[src/rtl/muldiv_pkg.sv]
// Shared types and constants for the RV32M multiply/divide sequencer.
// Holds the op encodings, FSM states and operand-sign helpers.
package muldiv_pkg;

    localparam logic [6:0] OPC_RTYPE = 7'b0110011;
    localparam logic [6:0] F7_MULDIV = 7'b0000001;

    typedef enum logic [2:0] {
        F3_MUL    = 3'b000,
        F3_MULH   = 3'b001,
        F3_MULHSU = 3'b010,
        F3_MULHU  = 3'b011,
        F3_DIV    = 3'b100,
        F3_DIVU   = 3'b101,
        F3_REM    = 3'b110,
        F3_REMU   = 3'b111
    } funct3_e;

    typedef enum logic [1:0] {
        S_IDLE = 2'd0,
        S_CALC = 2'd1,
        S_DONE = 2'd2
    } state_e;

    function automatic logic is_mop(
        input logic [6:0] opcode,
        input logic [6:0] funct7
    );
        return (opcode == OPC_RTYPE) && (funct7 == F7_MULDIV);
    endfunction

    function automatic logic signed_a(input funct3_e f);
        return (f == F3_MULH) || (f == F3_MULHSU) ||
               (f == F3_DIV) || (f == F3_REM);
    endfunction

    function automatic logic signed_b(input funct3_e f);
        return (f == F3_MULH) || (f == F3_DIV) || (f == F3_REM);
    endfunction

endpackage

[src/rtl/muldiv_sign.sv]
// Conditional two's-complement negate of a W-bit value.
// Used as abs() on operands and as the final sign fix-up.
module muldiv_sign #(
    parameter int W = 32
) (
    input  logic [W-1:0] val,
    input  logic         neg,
    output logic [W-1:0] res
);

    // negate when requested, otherwise pass through
    always_comb begin
        res = neg ? (~val + W'(1)) : val;
    end

endmodule

[src/rtl/muldiv_seq.sv]
// Iterative RV32M multiply/divide sequencer for the execute stage.
// One shift-add or shift-subtract step per cycle, XLEN steps per op.
module muldiv_seq
    import muldiv_pkg::*;
#(
    parameter int XLEN = 32
) (
    input  logic            clk,
    input  logic            rst_n,
    input  logic            start,
    input  logic [2:0]      funct3,
    input  logic [XLEN-1:0] opa,
    input  logic [XLEN-1:0] opb,
    input  logic            flush,
    output logic            stall,
    output logic            done,
    output logic [XLEN-1:0] result
);

    localparam int CW = $clog2(XLEN);
    localparam logic [CW-1:0] CNT_LAST = CW'(XLEN - 1);
    localparam logic [XLEN-1:0] SMIN = {1'b1, {(XLEN-1){1'b0}}};

    state_e            state, state_nxt;
    logic [CW-1:0]     cnt;
    funct3_e           op_q;
    logic [XLEN-1:0]   b_q;
    logic              neg_q;
    logic [2*XLEN-1:0] acc;

    funct3_e           f3;
    logic              sgn_a, sgn_b, neg_start;
    logic [XLEN-1:0]   a_mag, b_mag;
    logic              div_zero, div_ovf, special, accept;
    logic [XLEN-1:0]   special_res;

    logic [XLEN:0]     add_sum;
    logic [XLEN:0]     shifted, diff;
    logic [2*XLEN-1:0] mul_step, div_step, acc_step;
    logic [2*XLEN-1:0] fix_in, fix_out;
    logic [XLEN-1:0]   calc_res;

    assign f3     = funct3_e'(funct3);
    assign sgn_a  = signed_a(f3) & opa[XLEN-1];
    assign sgn_b  = signed_b(f3) & opb[XLEN-1];
    assign accept = start & ~flush;

    // REM takes the dividend's sign; others negate when signs differ
    assign neg_start = (funct3[2] & funct3[1]) ? sgn_a : (sgn_a ^ sgn_b);

    muldiv_sign #(.W(XLEN)) u_abs_a (
        .val (opa),
        .neg (sgn_a),
        .res (a_mag)
    );

    muldiv_sign #(.W(XLEN)) u_abs_b (
        .val (opb),
        .neg (sgn_b),
        .res (b_mag)
    );

    assign div_zero = funct3[2] & (opb == '0);
    assign div_ovf  = ((f3 == F3_DIV) || (f3 == F3_REM)) &
                      (opa == SMIN) & (opb == '1);
    assign special  = div_zero | div_ovf;

    // results for ops that finish without iterating
    always_comb begin
        special_res = '0;
        unique case (1'b1)
            div_zero & ~funct3[1]: special_res = '1;
            div_zero &  funct3[1]: special_res = opa;
            div_ovf  & ~funct3[1]: special_res = SMIN;
            div_ovf  &  funct3[1]: special_res = '0;
            default:               special_res = '0;
        endcase
    end

    // one shift-add (mul) or restoring shift-subtract (div) step
    always_comb begin
        add_sum  = {1'b0, acc[2*XLEN-1:XLEN]} + {1'b0, b_q};
        mul_step = acc[0] ? {add_sum, acc[XLEN-1:1]}
                          : {1'b0, acc[2*XLEN-1:1]};
        shifted  = {acc[2*XLEN-1:XLEN], acc[XLEN-1]};
        diff     = shifted - {1'b0, b_q};
        div_step = diff[XLEN]
                 ? {shifted[XLEN-1:0], acc[XLEN-2:0], 1'b0}
                 : {diff[XLEN-1:0], acc[XLEN-2:0], 1'b1};
        acc_step = op_q[2] ? div_step : mul_step;
    end

    // pick product, quotient or remainder for the sign fix-up
    always_comb begin
        fix_in = acc_step;
        if (op_q[2]) begin
            fix_in = op_q[1]
                   ? {{XLEN{1'b0}}, acc_step[2*XLEN-1:XLEN]}
                   : {{XLEN{1'b0}}, acc_step[XLEN-1:0]};
        end
    end

    muldiv_sign #(.W(2*XLEN)) u_fix (
        .val (fix_in),
        .neg (neg_q),
        .res (fix_out)
    );

    assign calc_res = ((op_q == F3_MUL) || op_q[2])
                    ? fix_out[XLEN-1:0]
                    : fix_out[2*XLEN-1:XLEN];

    // FSM state register
    always_ff @(posedge clk) begin
        if (!rst_n) state <= S_IDLE;
        else        state <= state_nxt;
    end

    // FSM next-state logic
    always_comb begin
        state_nxt = state;
        unique case (state)
            S_IDLE: if (accept) state_nxt = special ? S_DONE : S_CALC;
            S_CALC: begin
                if (flush)            state_nxt = S_IDLE;
                else if (cnt == '0)   state_nxt = S_DONE;
            end
            S_DONE:  state_nxt = S_IDLE;
            default: state_nxt = S_IDLE;
        endcase
    end

    // FSM outputs: hold the pipeline, flag the result cycle
    always_comb begin
        stall = ((state == S_IDLE) & start) | (state == S_CALC);
        done  = (state == S_DONE) & ~flush;
    end

    // operand latch, iteration datapath, counter and result register
    always_ff @(posedge clk) begin
        if (!rst_n) begin
            cnt    <= '0;
            op_q   <= F3_MUL;
            b_q    <= '0;
            neg_q  <= 1'b0;
            acc    <= '0;
            result <= '0;
        end else begin
            unique case (state)
                S_IDLE: begin
                    if (accept && special) begin
                        result <= special_res;
                    end else if (accept) begin
                        cnt   <= CNT_LAST;
                        op_q  <= f3;
                        b_q   <= b_mag;
                        neg_q <= neg_start;
                        acc   <= {{XLEN{1'b0}}, a_mag};
                    end
                end
                S_CALC: begin
                    if (!flush) begin
                        acc <= acc_step;
                        if (cnt == '0) result <= calc_res;
                        else           cnt    <= cnt - CW'(1);
                    end
                end
                default: ;
            endcase
        end
    end

endmodule

[config.mk]
export PLATFORM = sky130hd
export DESIGN_NAME = muldiv_seq
export DESIGN_NICKNAME = d
export VERILOG_FILES = /design/src/rtl/muldiv_pkg.sv /design/src/rtl/muldiv_sign.sv /design/src/rtl/muldiv_seq.sv
export SDC_FILE = /design/constraint.sdc
export NUM_CORES = 1
export LEC_CHECK = 0
export CORE_MARGIN = 2
export CORE_UTILIZATION = 40
export DETAILED_ROUTE_END_ITERATION = 12
export PLACE_DENSITY = 0.68
export SLEW_MARGIN = 20
export SYNTH_ARGS = -nofsm -noshare
export SYNTH_HDL_FRONTEND = slang
export SYNTH_SLANG_ARGS = --single-unit
[constraint.sdc]
create_clock -name clk -period 12.3 [get_ports clk]
set_clock_uncertainty 0.05 [all_clocks]
set_input_delay 1.845 -clock clk [delete_from_list [all_inputs] [get_ports clk]]
set_output_delay 1.845 -clock clk [all_outputs]
set_load 0.02 [all_outputs]
==> run_results.csv <==
group,metric,value,unit
outcome,outcome,"finished clean",
placed_design,place_ws,5.73,ns
routing,totalWireLength,69700,um
min_path,hold_class,"flip-flop to flip-flop",
synth,synth_top_area_share,17.4,%
clocking,path_clk_slew,0.07,ns
synth,synth.most_common_cell,"nor2_1",
clocking,cts_resized,0,
routing,vias,18500,
clocking,cts_buffers,17,
setup_path,endpoint_kind,"flip-flop",
routing,drt-initial-drc-count,1980,
sta,rsz0062_at_grt,"false",
flow_run,maxCapViolations,0,
setup_path,arrival,6.55,ns
layout,fin_cells,2859,
grt,gr-max-usage-layer,"met2",
floorplan,die_w,204,um
setup_path,path_max_fanout,45,
clocking,ctsHoldBuffers,0,
placed_design,place_hpwl,54500,um
setup_path,cp.required,12.65,ns
sta,hold_ws,0.460,ns
sta,tns,0,ns
clocking,htreeDepth,4,
grt,grt_pass1_wl,104000,um
synth,seq_area_frac_synth,17.4,%
power,intPower,991,uW
sta,min_period_over_period,50.4,%
power,p_comb_share,35.5,%
grt,grtUsageMet3,5.15,%
grt,use_met2,51.2,%
synth,syn_nets,2451,
synth,syn-instance-count,2308,
power,peakVddDrop,0.000109,V
synth,syn-cell-area,16000,um^2
synth,ys_top_cells_by_area,"dfxtp_1, nor2_1, a21oi_1",
synth,synthTopCellsByCount,"nor2_1, a21oi_1, nand2_1",
synth,async_flop_share,0,%
floorplan,num_io_pins,105,
grt,grt_usage,32.9,%
sta,finalHoldViolCount,0,
synth,yosysTopAreaCell,"dfxtp_1",
sta,setup_viol,0,
setup_path,crit_chain,"clkdlybuf4s50_1 -> or4_1 -> or3_1 -> nor4_2 -> nand2_1 -> or4_1 -> o21ai_1 -> nand3b_1 -> a21boi_4 -> buf_4 -> nand2_1 -> nor2_1 -> o21ai_0 -> a31oi_1 -> a31o_2",
synth,synth_seq_cells,139,
synth,syn_area_per_cell,6.92,um^2
power,p_sw,650,uW
grt,grt_antenna_before_repair,0,
power,clockPowerShare,34.0,%
layout,antenna_cells,0,
clocking,cts-root-buf,"clkbuf_16",
layout,layout-drive-gt1-share,7.20,%
setup_path,slowest_delay,0.59,ns
sta,setup_ws,6.10,ns
clocking,cts_sinks,139,
floorplan,core_area,39500,um^2
setup_path,path_class,"primary input to flip-flop",
placed_design,place.gp.congestion,1.00,
synth,synth.distinct_cells,108,
floorplan,dieArea,41500,um^2
clocking,post_cts_buffers,0,
layout,syn_to_final_growth,12.7,%
synth,ys_warn_count,0,
routing,drtAntennaViolNets,0,
placed_design,place_inst,2827,
grt,grt_overflow,0,
grt,met1_usage,42.5,%
synth,synth_enable_flop_cells,0,
clocking,clk_latency,0.47,ns
routing,post-route-drc-count,0,
sta,fmax,161,MHz
sta,worst_slew_pin_slew,1.19,ns
layout,final_nets,2464,
grt,first_global_vias,17100,
sta,fin_crit,6.20,ns
setup_path,cp-start-kind,"primary input",
grt,grt_max_degree,97,
routing,wl_per_cell,24.4,um
power,p_leak,6.56,nW
floorplan,initial_utilization,40.4,%
sta,slew_viol_final,0,
sta,slew_headroom,20.2,%
floorplan,die_h,204,um
clocking,cts_tree,"built",
setup_path,cp_slowest_cell,"or4_1",
power,powerDensity,91.3,nW/um^2
power,p_seq_share,30.5,%
power,swShare,39.6,%
routing,routed_via_density,6.46,
placed_design,portBuffers,104,
synth,ys.flop_type,"dfxtp_1",
floorplan,num_rows,73,
clocking,cts_buffer_depth,2,
routing,first_pass_iters,5,
-- cells in the final DEF, fill, tap and decap left out, types with 22 or more instances in the layout --
master / count
a31oi_1: 29
nor2_1: 329
inv_1: 80
mux2i_1: 47
a21oi_1: 243
o21ai_0: 160
or3_1: 29
buf_4: 33
xor2_1: 62
mux2_2: 33
nand3_1: 40
nand4_1: 37
nor3_1: 65
ha_1: 70
clkdlybuf4s50_1: 104
xnor2_1: 63
nand2b_1: 22
o31ai_1: 29
dfxtp_1: 137
o211ai_1: 26
a211oi_1: 86
a21o_1: 25
nor4_1: 22
nand2_1: 213
-- power by group through the flow --
stage	sequential [mW]	combinational (mW)	clock (mW)
6_report	0.500	0.583	0.558
5_1_grt	0.501	0.623	0.580
4_1_cts	0.498	0.566	0.563
3_5_place_dp	0.509	0.563	0
3_3_place_gp	0.508	0.557	0
2_1_floorplan	0.495	0.378	0
-- area by class of cell --
cell class | instances | area (um^2)
Clock inverter | 12 | 161
Clock buffer | 20 | 447
Timing Repair Buffer | 137 | 1290
Multi-Input combinational cell | 1945 | 12300
Sequential cell | 139 | 2790
Fill cell | 4074 | 21600
Inverter | 81 | 305
Tap cell | 525 | 657
-- logic make-up after synthesis --
group | share of synthesized area, %
AND/OR/NAND/NOR | 26.4
AO/OA/AOI/OAI | 32.4
multiplexers | 5.28
XOR/XNOR | 7.13
flip-flops | 17.4
buffers and inverters | 5.53
adder cells (fa/ha/maj) | 5.74
-- critical path: cells and delay by family --
family / cells / cell delay [ns]
buffers and inverters: 2 / 0.93
AOI/OAI and AO/OA: 5 / 0.92
and+or+nand+nor: 8 / 2.84
-- state kept, by name (all words and copies together), names as in the netlist --
signal	count
acc	64
b_q	32
cnt	5
neg_q	1
op_q	3
result	32
state	2
-- routing by layer --
| layer | up-vias | wire length, um |
|---|---|---|
| li1 | 8563 | - |
| met1 | 8763 | 29000 |
| met2 | 930 | 30800 |
| met3 | 207 | 5440 |
| met4 | 0 | 4560 |
| met5 | - | 0 |
-- stage by stage --
step           util, %  total power [mW]  area [um^2]
2_1_floorplan        -             0.873        16000
3_3_place_gp      43.9              1.07        17400
3_5_place_dp      43.9              1.07        17400
4_1_cts           45.5              1.63        18000
5_1_grt           45.5              1.70        18000
6_report          45.5              1.64        18000
-- final timing paths --
kind | from | endpoint | slack, ns | cells past startpoint
worst min-delay path | result[8] | result[8] | 0.46 | 1
worst max-delay path | opa[8] | result[26] | 6.10 | 15
worst min register to register | result[8] | result[8] | 0.46 | 1
worst max register to register | acc[31] | result[15] | 6.22 | 17
(Power assumes the default switching activity.)
